==> src/rtl/control_unit_if.sv <==
// Bundle of the control unit's handshake and datapath-facing signals.
// The slave modport belongs to the control unit. The master modport
// belongs to whatever drives it: the datapath/debug host or a testbench.
interface control_unit_if #(
   parameter int PC_W  = 10,
   parameter int CNT_W = 16
);
   logic              start;
   logic              halt_req;
   logic              step;
   logic              resume;
   logic [5:0]        opcode;
   logic              z;
   logic [PC_W-1:0]   pc;
   logic [PC_W-1:0]   bp_addr;
   logic              bp_valid;
   logic              pc_en;
   logic              s_inc;
   logic              s_inm;
   logic              we3;
   logic              wez;
   logic [2:0]        op;
   logic              paused;
   logic              halted;
   logic [CNT_W-1:0]  instr_cnt;

   modport slave (
      input  start, halt_req, step, resume, opcode, z, pc, bp_addr, bp_valid,
      output pc_en, s_inc, s_inm, we3, wez, op, paused, halted, instr_cnt
   );

   modport master (
      output start, halt_req, step, resume, opcode, z, pc, bp_addr, bp_valid,
      input  pc_en, s_inc, s_inm, we3, wez, op, paused, halted, instr_cnt
   );
endinterface

==> src/rtl/control_unit.sv <==
// Sequencing control unit for the single-cycle microcontroller datapath.
// It decodes the opcode and the Z flag into datapath controls. It runs an
// IDLE/RUN/PAUSE/STEP/HALT debug FSM and counts retired instructions with
// a saturating counter.
// Optional feature: define CONTROL_UNIT_BREAKPOINT_EN to enable the PC
// breakpoint and its bp_skip register.
module control_unit #(
   parameter int PC_W  = 10,
   parameter int CNT_W = 16
) (
   input  logic            clk,
   input  logic            reset,   // asynchronous, active low
   control_unit_if.slave   bus
);

   localparam logic [2:0] S_IDLE  = 3'd0;
   localparam logic [2:0] S_RUN   = 3'd1;
   localparam logic [2:0] S_PAUSE = 3'd2;
   localparam logic [2:0] S_STEP  = 3'd3;
   localparam logic [2:0] S_HALT  = 3'd4;

   localparam logic [CNT_W-1:0] CNT_ONE = {{(CNT_W-1){1'b0}}, 1'b1};

   logic [2:0]       state_q, state_d;
   logic [CNT_W-1:0] cnt_q, cnt_d;
   logic             legal;
   logic             bp_hit;
   logic             exec;

   // Legal opcodes are ALU (1xxxxx) or the 000xxx group (LI, jumps, NOP).
   assign legal = bus.opcode[5] | (bus.opcode[5:3] == 3'b000);

`ifdef CONTROL_UNIT_BREAKPOINT_EN
   logic bp_skip_q, bp_skip_d;

   assign bp_hit = (state_q == S_RUN) && bus.bp_valid &&
                   (bus.pc == bus.bp_addr) && !bp_skip_q;

   // The skip flag is armed when the FSM enters a breakpoint pause. No
   // instruction executes while paused, so arming it here behaves exactly
   // like arming it on resume/step. It lets the instruction at bp_addr
   // execute once, and clears on the next executing cycle.
   always_comb begin
      bp_skip_d = bp_skip_q;
      if (legal && bp_hit)
         bp_skip_d = 1'b1;
      else if (exec)
         bp_skip_d = 1'b0;
   end

   // Breakpoint skip flag register.
   always_ff @(posedge clk or negedge reset) begin
      if (!reset) bp_skip_q <= 1'b0;
      else        bp_skip_q <= bp_skip_d;
   end
`else
   assign bp_hit = 1'b0;
`endif

   // A cycle executes in RUN (unless a breakpoint fires) or in STEP.
   // An illegal opcode suppresses execution in both states.
   assign exec = (((state_q == S_RUN) && !bp_hit) || (state_q == S_STEP)) && legal;

   // Next-state logic. In RUN the priority is illegal > breakpoint > halt_req.
   // In PAUSE, resume wins over step.
   always_comb begin
      state_d = state_q;
      case (state_q)
         S_IDLE:  if (bus.start) state_d = S_RUN;
         S_RUN: begin
            if (!legal)            state_d = S_HALT;
            else if (bp_hit)       state_d = S_PAUSE;
            else if (bus.halt_req) state_d = S_PAUSE;
         end
         S_PAUSE: begin
            if (bus.resume)        state_d = S_RUN;
            else if (bus.step)     state_d = S_STEP;
         end
         S_STEP:  state_d = legal ? S_PAUSE : S_HALT;
         S_HALT:  state_d = S_HALT;
         default: state_d = S_IDLE;
      endcase
   end

   // The retired-instruction counter holds once it reaches all ones.
   always_comb begin
      cnt_d = cnt_q;
      if (exec && (cnt_q != {CNT_W{1'b1}}))
         cnt_d = cnt_q + CNT_ONE;
   end

   // State and counter registers.
   always_ff @(posedge clk or negedge reset) begin
      if (!reset) begin
         state_q <= S_IDLE;
         cnt_q   <= '0;
      end else begin
         state_q <= state_d;
         cnt_q   <= cnt_d;
      end
   end

   // Datapath controls. While reset is asserted every output is forced to 0,
   // so writes drop the moment reset falls. Non-executing cycles select PC+1
   // and perform no writes.
   always_comb begin
      bus.pc_en = 1'b0;
      bus.s_inc = 1'b1;
      bus.s_inm = 1'b0;
      bus.we3   = 1'b0;
      bus.wez   = 1'b0;
      bus.op    = 3'b000;
      if (!reset) begin
         bus.s_inc = 1'b0;
      end else if (exec) begin
         bus.pc_en = 1'b1;
         if (bus.opcode[5]) begin
            bus.op  = bus.opcode[4:2];
            bus.we3 = 1'b1;
            bus.wez = 1'b1;
         end else if (!bus.opcode[2]) begin
            bus.we3   = 1'b1;
            bus.s_inm = 1'b1;
         end else begin
            case (bus.opcode[1:0])
               2'b00:   bus.s_inc = 1'b0;
               2'b01:   bus.s_inc = ~bus.z;
               2'b10:   bus.s_inc = bus.z;
               default: bus.s_inc = 1'b1;
            endcase
         end
      end
   end

   assign bus.paused    = reset && (state_q == S_PAUSE);
   assign bus.halted    = reset && (state_q == S_HALT);
   assign bus.instr_cnt = cnt_q;

endmodule

==> src/flat_wrapper.sv <==
// flat-port wrapper written by rule: the top's interface ports become plain ports
module control_unit_flat 
#(
   parameter int PC_W  = 10,
   parameter int CNT_W = 16
)
  (clk, reset, bus_start, bus_halt_req, bus_step, bus_resume, bus_opcode, bus_z, bus_pc, bus_bp_addr, bus_bp_valid, bus_pc_en, bus_s_inc, bus_s_inm, bus_we3, bus_wez, bus_op, bus_paused, bus_halted, bus_instr_cnt);
  control_unit_if #(.PC_W(PC_W), .CNT_W(CNT_W)) bus_i ();
  input  logic clk;
  input  logic reset;
  input wire logic [$bits(bus_i.start)-1:0] bus_start;
  input wire logic [$bits(bus_i.halt_req)-1:0] bus_halt_req;
  input wire logic [$bits(bus_i.step)-1:0] bus_step;
  input wire logic [$bits(bus_i.resume)-1:0] bus_resume;
  input wire logic [$bits(bus_i.opcode)-1:0] bus_opcode;
  input wire logic [$bits(bus_i.z)-1:0] bus_z;
  input wire logic [$bits(bus_i.pc)-1:0] bus_pc;
  input wire logic [$bits(bus_i.bp_addr)-1:0] bus_bp_addr;
  input wire logic [$bits(bus_i.bp_valid)-1:0] bus_bp_valid;
  output wire logic [$bits(bus_i.pc_en)-1:0] bus_pc_en;
  output wire logic [$bits(bus_i.s_inc)-1:0] bus_s_inc;
  output wire logic [$bits(bus_i.s_inm)-1:0] bus_s_inm;
  output wire logic [$bits(bus_i.we3)-1:0] bus_we3;
  output wire logic [$bits(bus_i.wez)-1:0] bus_wez;
  output wire logic [$bits(bus_i.op)-1:0] bus_op;
  output wire logic [$bits(bus_i.paused)-1:0] bus_paused;
  output wire logic [$bits(bus_i.halted)-1:0] bus_halted;
  output wire logic [$bits(bus_i.instr_cnt)-1:0] bus_instr_cnt;
  assign bus_i.start = bus_start;
  assign bus_i.halt_req = bus_halt_req;
  assign bus_i.step = bus_step;
  assign bus_i.resume = bus_resume;
  assign bus_i.opcode = bus_opcode;
  assign bus_i.z = bus_z;
  assign bus_i.pc = bus_pc;
  assign bus_i.bp_addr = bus_bp_addr;
  assign bus_i.bp_valid = bus_bp_valid;
  assign bus_pc_en = bus_i.pc_en;
  assign bus_s_inc = bus_i.s_inc;
  assign bus_s_inm = bus_i.s_inm;
  assign bus_we3 = bus_i.we3;
  assign bus_wez = bus_i.wez;
  assign bus_op = bus_i.op;
  assign bus_paused = bus_i.paused;
  assign bus_halted = bus_i.halted;
  assign bus_instr_cnt = bus_i.instr_cnt;
  control_unit #(.PC_W(PC_W), .CNT_W(CNT_W)) u_core (.clk(clk), .reset(reset), .bus(bus_i));
endmodule
==> config.mk <==
export PLATFORM = sky130hd
export DESIGN_NAME = control_unit_flat
export DESIGN_NICKNAME = d
export VERILOG_FILES = /design/src/rtl/control_unit_if.sv /design/src/rtl/control_unit.sv /design/src/flat_wrapper.sv
export SDC_FILE = /design/constraint.sdc
export NUM_CORES = 1
export LEC_CHECK = 0
export CORE_MARGIN = 3
export CORE_UTILIZATION = 41
export CTS_BUF_LIST = sky130_fd_sc_hd__clkbuf_8
export CTS_CLUSTER_DIAMETER = 120
export DETAILED_ROUTE_END_ITERATION = 8
export PLACE_DENSITY = 0.84
export REMOVE_ABC_BUFFERS = 1
export SLEW_MARGIN = 10
export SYNTH_ARGS = -nofsm -noshare
export SYNTH_HDL_FRONTEND = slang
export SYNTH_SLANG_ARGS = --single-unit
==> constraint.sdc <==
create_clock -name clk -period 3.12 [get_ports clk]
set_input_delay 0.936 -clock clk [delete_from_list [all_inputs] [get_ports clk]]
set_output_delay 0.936 -clock clk [all_outputs]
set_load 0.02 [all_outputs]
==> reports/metrics.csv, run 1 <==
stage,metric,value,unit
outcome,outcome,"finished, final reports clean",
layout,share of post-route cells with drive strength above 1,23.1,%
worst_hold_path,Min-Delay Startpoint,u_core.bus.instr_cnt[15],
timing,Worst-Margin Slew,0.354,ns
logic_synthesis,Synth cell types,35,
worst_setup_path,CP Launch Type,input port,
worst_setup_path,path depth of the worst reg2reg path,5,
worst_setup_path,R2R Setup Slk,1.45,ns
floorplan,FP Rows,18,
floorplan,Initial Utilization,43.9,%
worst_setup_path,reg-to-reg startpoint,u_core.bus.instr_cnt[0],
route,DRT iter0 DRCs,21,
pwr,Comb power frac,40.3,%
worst_setup_path,crit-path cells,clkdlybuf4s50_1 > inv_1 > nor3_2 > buf_4 > and2_1 > buf_2,
worst_setup_path,WP data arrival,2.08,ns
clock_tree,# Post-CTS Setup Buffers,0,
placed_design,# port buffers,38,
global_route,global-route wire length before repair,4780,um
pwr,worst ir drop on vdd,0.000623,V
placed_design,DP Cell Count,182,
route,Routed wire per std cell,14.9,um
floorplan,IO Pins,60,
clock_tree,Bufs on Longest Clock Path,2,
worst_hold_path,HP Class,register to register,
pwr,PD cells,529,nW/um^2
floorplan,DIE WIDTH,58,um
pwr,Sequential Power Share,40.4,%
worst_hold_path,WHS Endpoint,u_core.bus.instr_cnt[15],
timing,final hold slack,0.496,ns
logic_synthesis,Avg Inst Size Synth,10.8,um^2
global_route,vias in the first global route,1074,
worst_setup_path,CP max-delay cell,clkdlybuf4s50_1,
floorplan,die height,58,um
timing,worst relative slew slack,76.2,%
timing,FMAX,332,MHz
timing,Final Skew,0.00228,ns
logic_synthesis,Synth Register Bits,19,
pwr,Clock power frac,19.2,%
pwr,Pleak,0.741,nW
pwr,Power Internal,0.000554,W
worst_hold_path,hold path cells,1,
clock_tree,clk root buf,clkbuf_8,
layout,ANT cells,0,
job,number of max-cap violations,0,
route,Vias/cell,5.42,
route,Vias,1009,
worst_setup_path,"CP delay by family, top",buffers and inverters,
pwr,Switching Fraction,36.3,%
logic_synthesis,sequential fraction of the synthesis area,42.9,%
layout,filler cell count,217,
clock_tree,Worst-path clk slew,0.07,ns
pwr,switching power total,0.000316,W
clock_tree,count of clock tree sinks,19,
clock_tree,CTS Buf Count,3,
route,post-route ant nets,0,
logic_synthesis,gate count of the mapped netlist,103,
layout,"Cell Count, Final, Fillers Out",186,
global_route,gr usage total,18.1,%
placed_design,gp weighted congestion,0.771,
logic_synthesis,Synthesis Warnings,0,
route,drt pass-1 iters,4,
global_route,antenna violations before repair,0,
worst_setup_path,CP Data Required Time,2.18,ns
timing,Pins Over Slew Limit,0,
timing,final critical-path required period,3.01,ns
route,Total Wirelength,2780,um
placed_design,post-DP HPWL,2150,um
logic_synthesis,Syn Std Cell Area,1110,um^2
clock_tree,CTS tree,done,
worst_setup_path,"slowest stage delay, CP",0.50,ns
clock_tree,Skew-Pair Late Insertion Delay,0.25,ns
worst_setup_path,Reg2Reg Capture Point,u_core.bus.instr_cnt[1],
global_route,largest net degree at the start of global routing,19,
clock_tree,# H-tree levels,1,
worst_setup_path,CP Capture Type,primary output,
floorplan,Core Box Area,2520,um^2
timing,Final period util,96.6,%
timing,final hold vios,0,
route,DRC violations left,0,
timing,setup violators final,0,
worst_setup_path,CP Class,input port to primary output,
worst_setup_path,CP bufs+invs,4,
timing,unrepaired setup endpoints after global routing,no,
layout,fin nets,192,
global_route,total gr overflow,0,
floorplan,total die area,3360,um^2
layout,Layout area overhead,48.5,%
worst_setup_path,crit path max fanout,4,
timing,setup TNS,0,ns
[layer usage]
metal	wire length (um)	part of all wire [%]	GRT usage [%]
met5	0	0	0
met4	58	2.1	7.62
met3	177	6.4	4.68
met2	1390	50	29.8
met1	1150	42	22.4
[cells in the mapped netlist]
cell type  instances  area share [%]
a2111oi_4          2             5.0
a21oi_1            3             1.4
a41oi_1            1            0.79
and2_1             5             2.8
and2_4             2             1.6
and3_1             2             1.1
and3_2             1            0.68
and4_1             4             3.2
and4_4             1             1.0
dfrtp_1           19              43
ha_1               1             1.1
inv_1              4             1.4
mux2_4             1             1.4
mux2i_1            1            0.90
nand2_1            8             2.7
nand2b_1           1            0.56
nand3_1            5             2.3
nand3b_1           1            0.68
nand4_1            5             2.8
nand4_4            1             1.9
nand4b_1           1            0.79
nor2_1             5             1.7
nor3_1             3             1.4
nor3b_1            1            0.68
nor4_1             1            0.56
nor4_4             1             1.9
o21ai_0            2            0.90
o21ba_2            1            0.90
o21bai_1           1            0.68
o31ai_1            2             1.4
o32ai_1            1            0.79
or2b_1             1            0.68
or3_1              1            0.56
xnor2_1            9             7.1
xor2_1             5             4.0
[worst max path at each step]
stage	cells after the start	to	start	slack (ns)
after floorplan	4	bus_s_inm	bus_opcode[4]	0.14
after detailed placement	6	bus_s_inm	bus_opcode[5]	-0.54
after global routing	6	bus_op[1]	reset	0.02
after global placement	6	bus_s_inm	bus_opcode[5]	-0.52
after CTS	6	bus_s_inm	bus_opcode[4]	0.01
final	6	bus_op[1]	reset	0.11
[area by class of cell]
cell class	count	area, um^2	share of cell area [%]
timing repair buffer	49	430	26.1
sequential	19	475	28.9
clock inverter	1	5.00	0.304
inverter	4	15.0	0.912
clock buffer	3	41.3	2.51
multi-input combinational	80	642	39.0
tap	30	37.5	2.28
[cell families after synthesis]
group | synth area share [%]
buffers and inverters | 1.35
muxes | 2.26
and+or+nand+nor | 29.6
DFF | 42.9
xor gates and xnor gates | 11.1
adders and majority gates | 1.13
AOI/OAI and AO/OA | 11.7
[worst register-to-register path, stage by stage, from the launching register on]
cell and delay [ns]:
dfrtp_1 0.42, ha_1 0.19, and3_2 0.25, nand4_4 0.17
and2_4 0.23, mux2_4 0.29
[power groups by stage]
stage	Sequential (W)	Clock (W)	Combinational [W]
2_1_floorplan	0.000379	0	0.000155
3_3_place_gp	0.000351	0	0.000344
3_5_place_dp	0.000354	0	0.000354
4_1_cts	0.000351	0.000173	0.000353
5_1_grt	0.000363	0.000184	0.000377
6_report	0.000352	0.000168	0.000351
[sequential cells by signal, indices dropped and copies added (netlist names)]
signal / count
u_core.bus.instr_cnt: 16
u_core.state_q: 3
[placed cells by master, fill, tap and decap left out, types with 3 or more instances in the layout]
| cell type | n |
|---|---|
| buf_2 | 6 |
| dlygate4sd2_1 | 3 |
| buf_4 | 11 |
| xnor2_1 | 9 |
| dfrtp_1 | 19 |
| and2_1 | 5 |
| clkbuf_8 | 3 |
| nand3_1 | 5 |
| clkdlybuf4s50_1 | 25 |
| inv_1 | 4 |
| nand2_1 | 8 |
| a21oi_1 | 3 |
| nand4_1 | 5 |
| xor2_1 | 5 |
| nor2_1 | 4 |
| and4_1 | 4 |
[per-stage QoR]
step | power, W | worst slack (ns) | area, um^2 | utilization (%)
2_1_floorplan | 0.000534 | 0.145 | 1110 | -
3_3_place_gp | 0.000695 | -0.525 | 1610 | 63.8
3_5_place_dp | 0.000708 | -0.538 | 1610 | 63.8
4_1_cts | 0.000876 | 0.0115 | 1640 | 64.8
5_1_grt | 0.000924 | 0.0245 | 1650 | 65.3
6_report | 0.000871 | 0.105 | 1650 | 65.3
[repair_timing]
item | in CTS | in global routing
resized for setup | 36 | 6
endpoints found under the setup margin | 10 | 6
hold buffers | 0 | 0
cloned | 0 | 0
Note: power is estimated with default switching activity, not from simulation.
==> run 2, diff against run 1 <==
--- a/config.mk
+++ b/config.mk
@@ -9,5 +9,4 @@
 export CORE_UTILIZATION = 41
 export CTS_BUF_LIST = sky130_fd_sc_hd__clkbuf_8
-export CTS_CLUSTER_DIAMETER = 120
 export DETAILED_ROUTE_END_ITERATION = 8
 export PLACE_DENSITY = 0.84
==> constraint.sdc (replaced) <==
create_clock -name clk -period 3.12 [get_ports clk]
set_input_delay 0.624 -clock clk [delete_from_list [all_inputs] [get_ports clk]]
set_output_delay 0.624 -clock clk [all_outputs]
set_load 0.02 [all_outputs]
==> run 2 against run 1 <==
Sequential cell count did not move; global-route usage shrank 0.87 points; cell count decreased by 4.3%; largest cell class unchanged; highest routed layer unchanged.
==> reports/metrics.csv, run 2 (synthesis results as in run 1) <==
stage,metric,value,unit,change
placed_design,# port buffers,38,,unchanged
global_route,antenna violations before repair,0,,unchanged
worst_setup_path,CP max-delay cell,clkdlybuf4s50_1,,
timing,setup violators final,0,,unchanged
worst_setup_path,"slowest stage delay, CP",0.62,ns,+0.12 ns
clock_tree,clk root buf,clkbuf_8,,
global_route,largest net degree at the start of global routing,22,,+3
route,DRT iter0 DRCs,12,,-43%
floorplan,DIE WIDTH,58,um,unchanged
layout,area taken by multi-input logic gates,621,um^2,-3.3%
floorplan,Core Box Area,2520,um^2,unchanged
clock_tree,# H-tree levels,1,,unchanged
floorplan,IO Pins,60,,unchanged
timing,final hold vios,0,,unchanged
timing,Final period util,96.2,%,-0.42 points
worst_setup_path,CP Capture Type,primary output,,
route,drt pass-1 iters,4,,unchanged
clock_tree,CTS tree,done,,
pwr,worst ir drop on vdd,0.000468,V,-25%
floorplan,total die area,3360,um^2,unchanged
placed_design,post-DP HPWL,2090,um,-2.8%
worst_setup_path,reg-to-reg startpoint,u_core.bus.instr_cnt[0],,
clock_tree,Worst-path clk slew,0.07,ns,about the same
worst_setup_path,crit-path cells,clkdlybuf4s50_1 > o21ba_2 > nor2_2 > nand2_1 > a21oi_1 > clkdlybuf4s50_1,,
route,Total Wirelength,2700,um,-2.7%
timing,Pins Over Slew Limit,0,,unchanged
route,Vias/cell,5.61,,+3.4%
clock_tree,count of clock tree sinks,19,,unchanged
global_route,vias in the first global route,1004,,-6.5%
route,Vias,998,,-1.1%
global_route,global-route wire length before repair,4530,um,-5.3%
timing,worst relative slew slack,76.6,%,+0.43 points
timing,FMAX,333,MHz,+0.44%
worst_setup_path,CP dominant cell by count,clkdlybuf4s50_1,,
clock_tree,Bufs on Longest Clock Path,2,,unchanged
floorplan,Initial Utilization,43.9,%,unchanged
floorplan,FP Rows,18,,unchanged
worst_setup_path,CP Class,input port to primary output,,
worst_setup_path,"CP delay by family, top",buffers and inverters,,
timing,unrepaired setup endpoints after global routing,no,,
layout,Util after Layout,63.3,%,-2.0 points
layout,most frequent cells in the layout,"clkdlybuf4s50_1, dfrtp_1, xnor2_1, nand2_1",,
worst_setup_path,Worst Setup SP,bus_opcode[5],,
worst_setup_path,CP Launch Type,input port,,
placed_design,DP Cell Count,174,,-4.4%
worst_setup_path,crit path max fanout,4,,unchanged
outcome,outcome,"finished, final reports clean",,
layout,Layout area overhead,44.0,%,
job,number of max-cap violations,0,,unchanged
timing,Final Skew,0.00354,ns,+0.00126 ns
timing,Worst-Margin Slew,0.348,ns,-0.00634 ns
route,Routed wire per std cell,15.2,um,+1.7%
pwr,PD cells,541,nW/um^2,+2.2%
layout,filler cell count,214,,-1.4%
layout,fin nets,184,,-4.2%
layout,Final Cell Area,1600,um^2,-3.0%
route,DRC violations left,0,,unchanged
layout,share of post-route cells with drive strength above 1,12.2,%,-11 points
timing,final critical-path required period,3.00,ns,-0.0131 ns
route,post-route ant nets,0,,unchanged
worst_setup_path,CP bufs+invs,2,,-2
layout,ANT cells,0,,unchanged
placed_design,Placement Cell Area,1550,um^2,-3.7%
placed_design,gp weighted congestion,0.763,,-0.95%
layout,Sequential Area,475,um^2,unchanged
worst_hold_path,HP Class,register to register,,
global_route,total gr overflow,0,,unchanged
layout,Largest register FFs,16,,unchanged
layout,"Cell Count, Final, Fillers Out",178,,-4.3%
pwr,Pleak,0.659,nW,-11%
worst_hold_path,Min-Delay Startpoint,u_core.bus.instr_cnt[15],,
clock_tree,CTS Buf Count,3,,unchanged
floorplan,die height,58,um,unchanged
worst_setup_path,CP Data Required Time,2.50,ns,+0.32 ns
global_route,gr usage total,17.2,%,-0.87 points
layout,"most common cell after layout, fill and taps aside",clkdlybuf4s50_1,,
clock_tree,Skew-Pair Late Insertion Delay,0.26,ns,about the same
worst_setup_path,WP data arrival,2.38,ns,+0.30 ns
[run 2: area by class of cell]
cell class	count	share of cell area, %
multi-input combinational	80	38.9
inverter	4	0.940
clock buffer	3	2.59
tap	30	2.35
clock inverter	1	0.313
sequential	19	29.8
timing repair buffer	41	25.2
[run 2: per-layer routing]
layer	vias to the layer above	routed length [um]	track usage, %
met3	3	191	3.56
met4	0	22	4.97
met5	-	0	0
met2	48	1350	28.9
li1	466	-	-
met1	481	1140	22.4
[run 2: worst register-to-register path, cell delays in order (launching register included)]
cell and delay (ns):
dfrtp_1 0.42, ha_1 0.20, and3_2 0.26, nand4_4 0.18, and2_4 0.23, mux2_4 0.29
[run 2: what timing repair did]
item | 4_1_cts | 5_1_grt
setup buffers | 0 | 0
pin swaps | 0 | 0
resized for setup | 1 | 1
endpoints found under the setup margin | 1 | 1
hold buffers | 0 | 0
gates cloned | 0 | 0
[run 2: path summary, 6_finish.rpt]
kind	to	slack, ns	depth (start not counted)
hold reg to reg	u_core.bus.instr_cnt[15]	0.50	1
min in group asynchronous	u_core.bus.instr_cnt[8]	0.79	2
hold / removal	u_core.bus.instr_cnt[15]	0.50	1
max in group asynchronous	u_core.state_q[1]	2.12	2
setup / recovery	bus_we3	0.12	6
setup reg to reg	u_core.bus.instr_cnt[1]	1.43	5
[run 2: stage by stage]
| stage | hold WS, ns | worst slack, ns | setup TNS (ns) | power, W |
|---|---|---|---|---|
| finish | 0.502 | 0.118 | 0 | 0.000863 |
| global route | 0.528 | 0.0160 | 0 | 0.000910 |
| CTS | 0.500 | 0.0342 | 0 | 0.000863 |
| detailed placement | 0.491 | -0.00366 | -0.00366 | 0.000689 |
| global placement | 0.484 | 0.0152 | 0 | 0.000676 |
| floorplan | 0.328 | 0.769 | 0 | 0.000534 |
[run 2: power breakdown]
group,total [W],leakage (nW),switching [W],internal (W)
clock,0.000176,0.0255,0.0000873,0.0000889
sequential,0.000349,0.249,0.0000588,0.000291
combinational,0.000337,0.385,0.000169,0.000169
total,0.000863,0.659,0.000315,0.000548
==> RTL edit, RTL diff (flow settings as in run 1) <==
Add a define of `CONTROL_UNIT_BREAKPOINT_EN`.
--- a/src/rtl/control_unit.sv
+++ b/src/rtl/control_unit.sv
@@ -4,6 +4,8 @@
 // a saturating counter.
 // Optional feature: define CONTROL_UNIT_BREAKPOINT_EN to enable the PC
 // breakpoint and its bp_skip register.
+`define CONTROL_UNIT_BREAKPOINT_EN
+
 module control_unit #(
    parameter int PC_W  = 10,
    parameter int CNT_W = 16
Function: changed (a bounded check fails within 4 cycles, from zero or initial values and one cycle with reset low).
==> RTL edit against run 1 <==
Via count rose by 20%. Area after synthesis rose by 10%. Routed wire length rose by 17%. Synthesized cell count rose by 21%. Cell area rose by 19%. Count of clock-buffer cells in the layout did not move. Core utilization rose by 4.5 points. Sequential cell count rose by 1. Largest cell class unchanged. Critical endpoint is now bus_wez. First-iteration DRC count rose by 81%. Worst setup slack got worse by 0.028 ns.
Power is not compared: it rests on default switching activity, and its combinational part moved more than twofold at a synthesized area within 25%.
==> RTL edit: results (changes against run 1) <==
status=complete, no violations (unchanged); Pleak=between 0.0008 and 0.0009 uW; First-pass DRT Iterations=4 (unchanged); slowest stage delay, CP=0.20 ns (was 0.50 ns); GRT Overall Usage=0.1904 (was 0.1809); top_reg_cell synth=dfrtp_1 (unchanged); clk slew on worst S/H paths=0.07 ns (about the same); initial drt markers=38 (was 21); diodes inserted=0 (unchanged); synth warn=0 (unchanged); sequential share of the synthesized area=0.4094 (was 0.4289); CTS buffer count=3 (unchanged); Cell variety after synth=37 (was 35); Final Skew=0.001586 ns (was 0.002277 ns); Worst Max-Slew Pin Slew=0.2808 ns (was 0.3541 ns); DR vias=1206 (was 1009); hpwl dp=2.558 mm (was 2.145 mm); Clock Tree Buf Depth=2 (unchanged); Non-Filler Instances=227 (was 186); Worst Hold Class=flop to flop (unchanged); Port Buffers=59 (was 38); Largest register FFs=16 (unchanged); clk root buf=clkbuf_8 (unchanged); Cells after DPL=221 (was 182); initial antenna violation count=0 (unchanged); Placer Congestion=0.8908 (was 0.7705); worst-path fanout max=7 (was 4); H-tree Lvls=1 (unchanged); cell count after synthesis=125 (was 103); fraction of registers with async set/reset=1.000 (unchanged); Placed Area=1892 um^2 (was 1609 um^2); ratio of cells with drive above 1 in the final layout=0.2806 (was 0.2308); Worst VDD drop=between 100 and 150 uV; fillers=217 (unchanged); CP arrival=2.11 ns (was 2.08 ns); slowest CP cell=nor4_2 (was clkdlybuf4s50_1); Psw=approximately 110 uW; most frequent cells after synthesis=20 x dfrtp_1, 15 x xnor2_1, 12 x nor2_1 (was 19 x dfrtp_1, 9 x xnor2_1, 8 x nand2_1); clk_lat worst skew=0.25 ns (about the same); largest net degree at the start of global routing=19 (unchanged); global-route wire length before repair=5.244 mm (was 4.781 mm); WL per Instance=14.26 um (was 14.92 um); most area-consuming cells after synthesis=dfrtp_1 41%, xnor2_1 11%, xor2_1 7.2% (was dfrtp_1 43%, xnor2_1 7.1%, a2111oi_4 5.0%); DP Worst Slack=-0.7595 ns (was -0.5380 ns); kind of cell with the highest combined delay on the critical path=simple AND/OR/NAND/NOR gates (was buffers and inverters)
RTL edit: power by group through the flow:
stage	clock (uW)	combinational, uW	sequential, uW
2_1_floorplan	0	16.9	264
3_3_place_gp	0	79.5	264
3_5_place_dp	0	81.8	264
4_1_cts	171	75.5	259
5_1_grt	180	84.6	259
6_report	166	77.6	259
RTL edit: path summary, 6_finish.rpt:
| check | startpoint | slack, ns | cells after the start | endpoint |
|---|---|---|---|---|
| setup reg to reg | u_core.state_q[2] | 1.31 | 7 | u_core.bus.instr_cnt[1] |
| hold reg to reg | u_core.bus.instr_cnt[12] | 0.49 | 1 | u_core.bus.instr_cnt[12] |
| max in group asynchronous | reset | 2.08 | 3 | u_core.bus.instr_cnt[5] |
| min in group asynchronous | reset | 0.82 | 2 | u_core.bus.instr_cnt[4] |
| hold / removal | u_core.bus.instr_cnt[12] | 0.49 | 1 | u_core.bus.instr_cnt[12] |
| setup / recovery | bus_pc[1] | 0.08 | 8 | bus_wez |
RTL edit: metrics by stage:
| step | utilization | setup TNS [ns] |
|---|---|---|
| after floorplan | - | -1.533 |
| after global placement | 0.6744 | -5.750 |
| after detailed placement | 0.6744 | -6.344 |
| after CTS | 0.6820 | -0.01776 |
| after global routing | 0.6980 | -0.2759 |
| final | 0.6980 | 0 |
RTL edit: layout make-up:
type	count	area [um^2]	share of cell area
clock buffers	3	41.29	0.02109
inverters	4	15.01	0.007668
multi-input cells	98	757.0	0.3866
flip-flops and latches	20	500.5	0.2556
well taps	31	38.79	0.01981
repair buffers	71	605.6	0.3093
RTL edit: cells by family (layout without fill, tap and decap cells):
group,after synthesis,in the layout,synth area share
and+or+nand+nor,60,60,0.2764
xor gates and xnor gates,25,25,0.1791
DFF,20,20,0.4094
AOI/OAI and AO/OA,10,10,0.06961
buffers and inverters,7,78,0.03479
muxes,2,2,0.02047
adders and majority gates,1,1,0.01023
RTL edit: repair_timing:
action | 4_1_cts | 5_1_grt
pin swaps | 17 | 8
setup buffers | 2 | 1
endpoints found under the setup margin | 10 | 9
resized for setup | 96 | 20
hold buffers | 0 | 0
RTL edit: metal layers:
metal,vias up,part of all wire,track usage
li1,579,-,-
met1,557,0.41,0.2347
met2,64,0.48,0.3176
met3,6,0.082,0.04255
met4,0,0.022,0.08359
met5,-,0,0
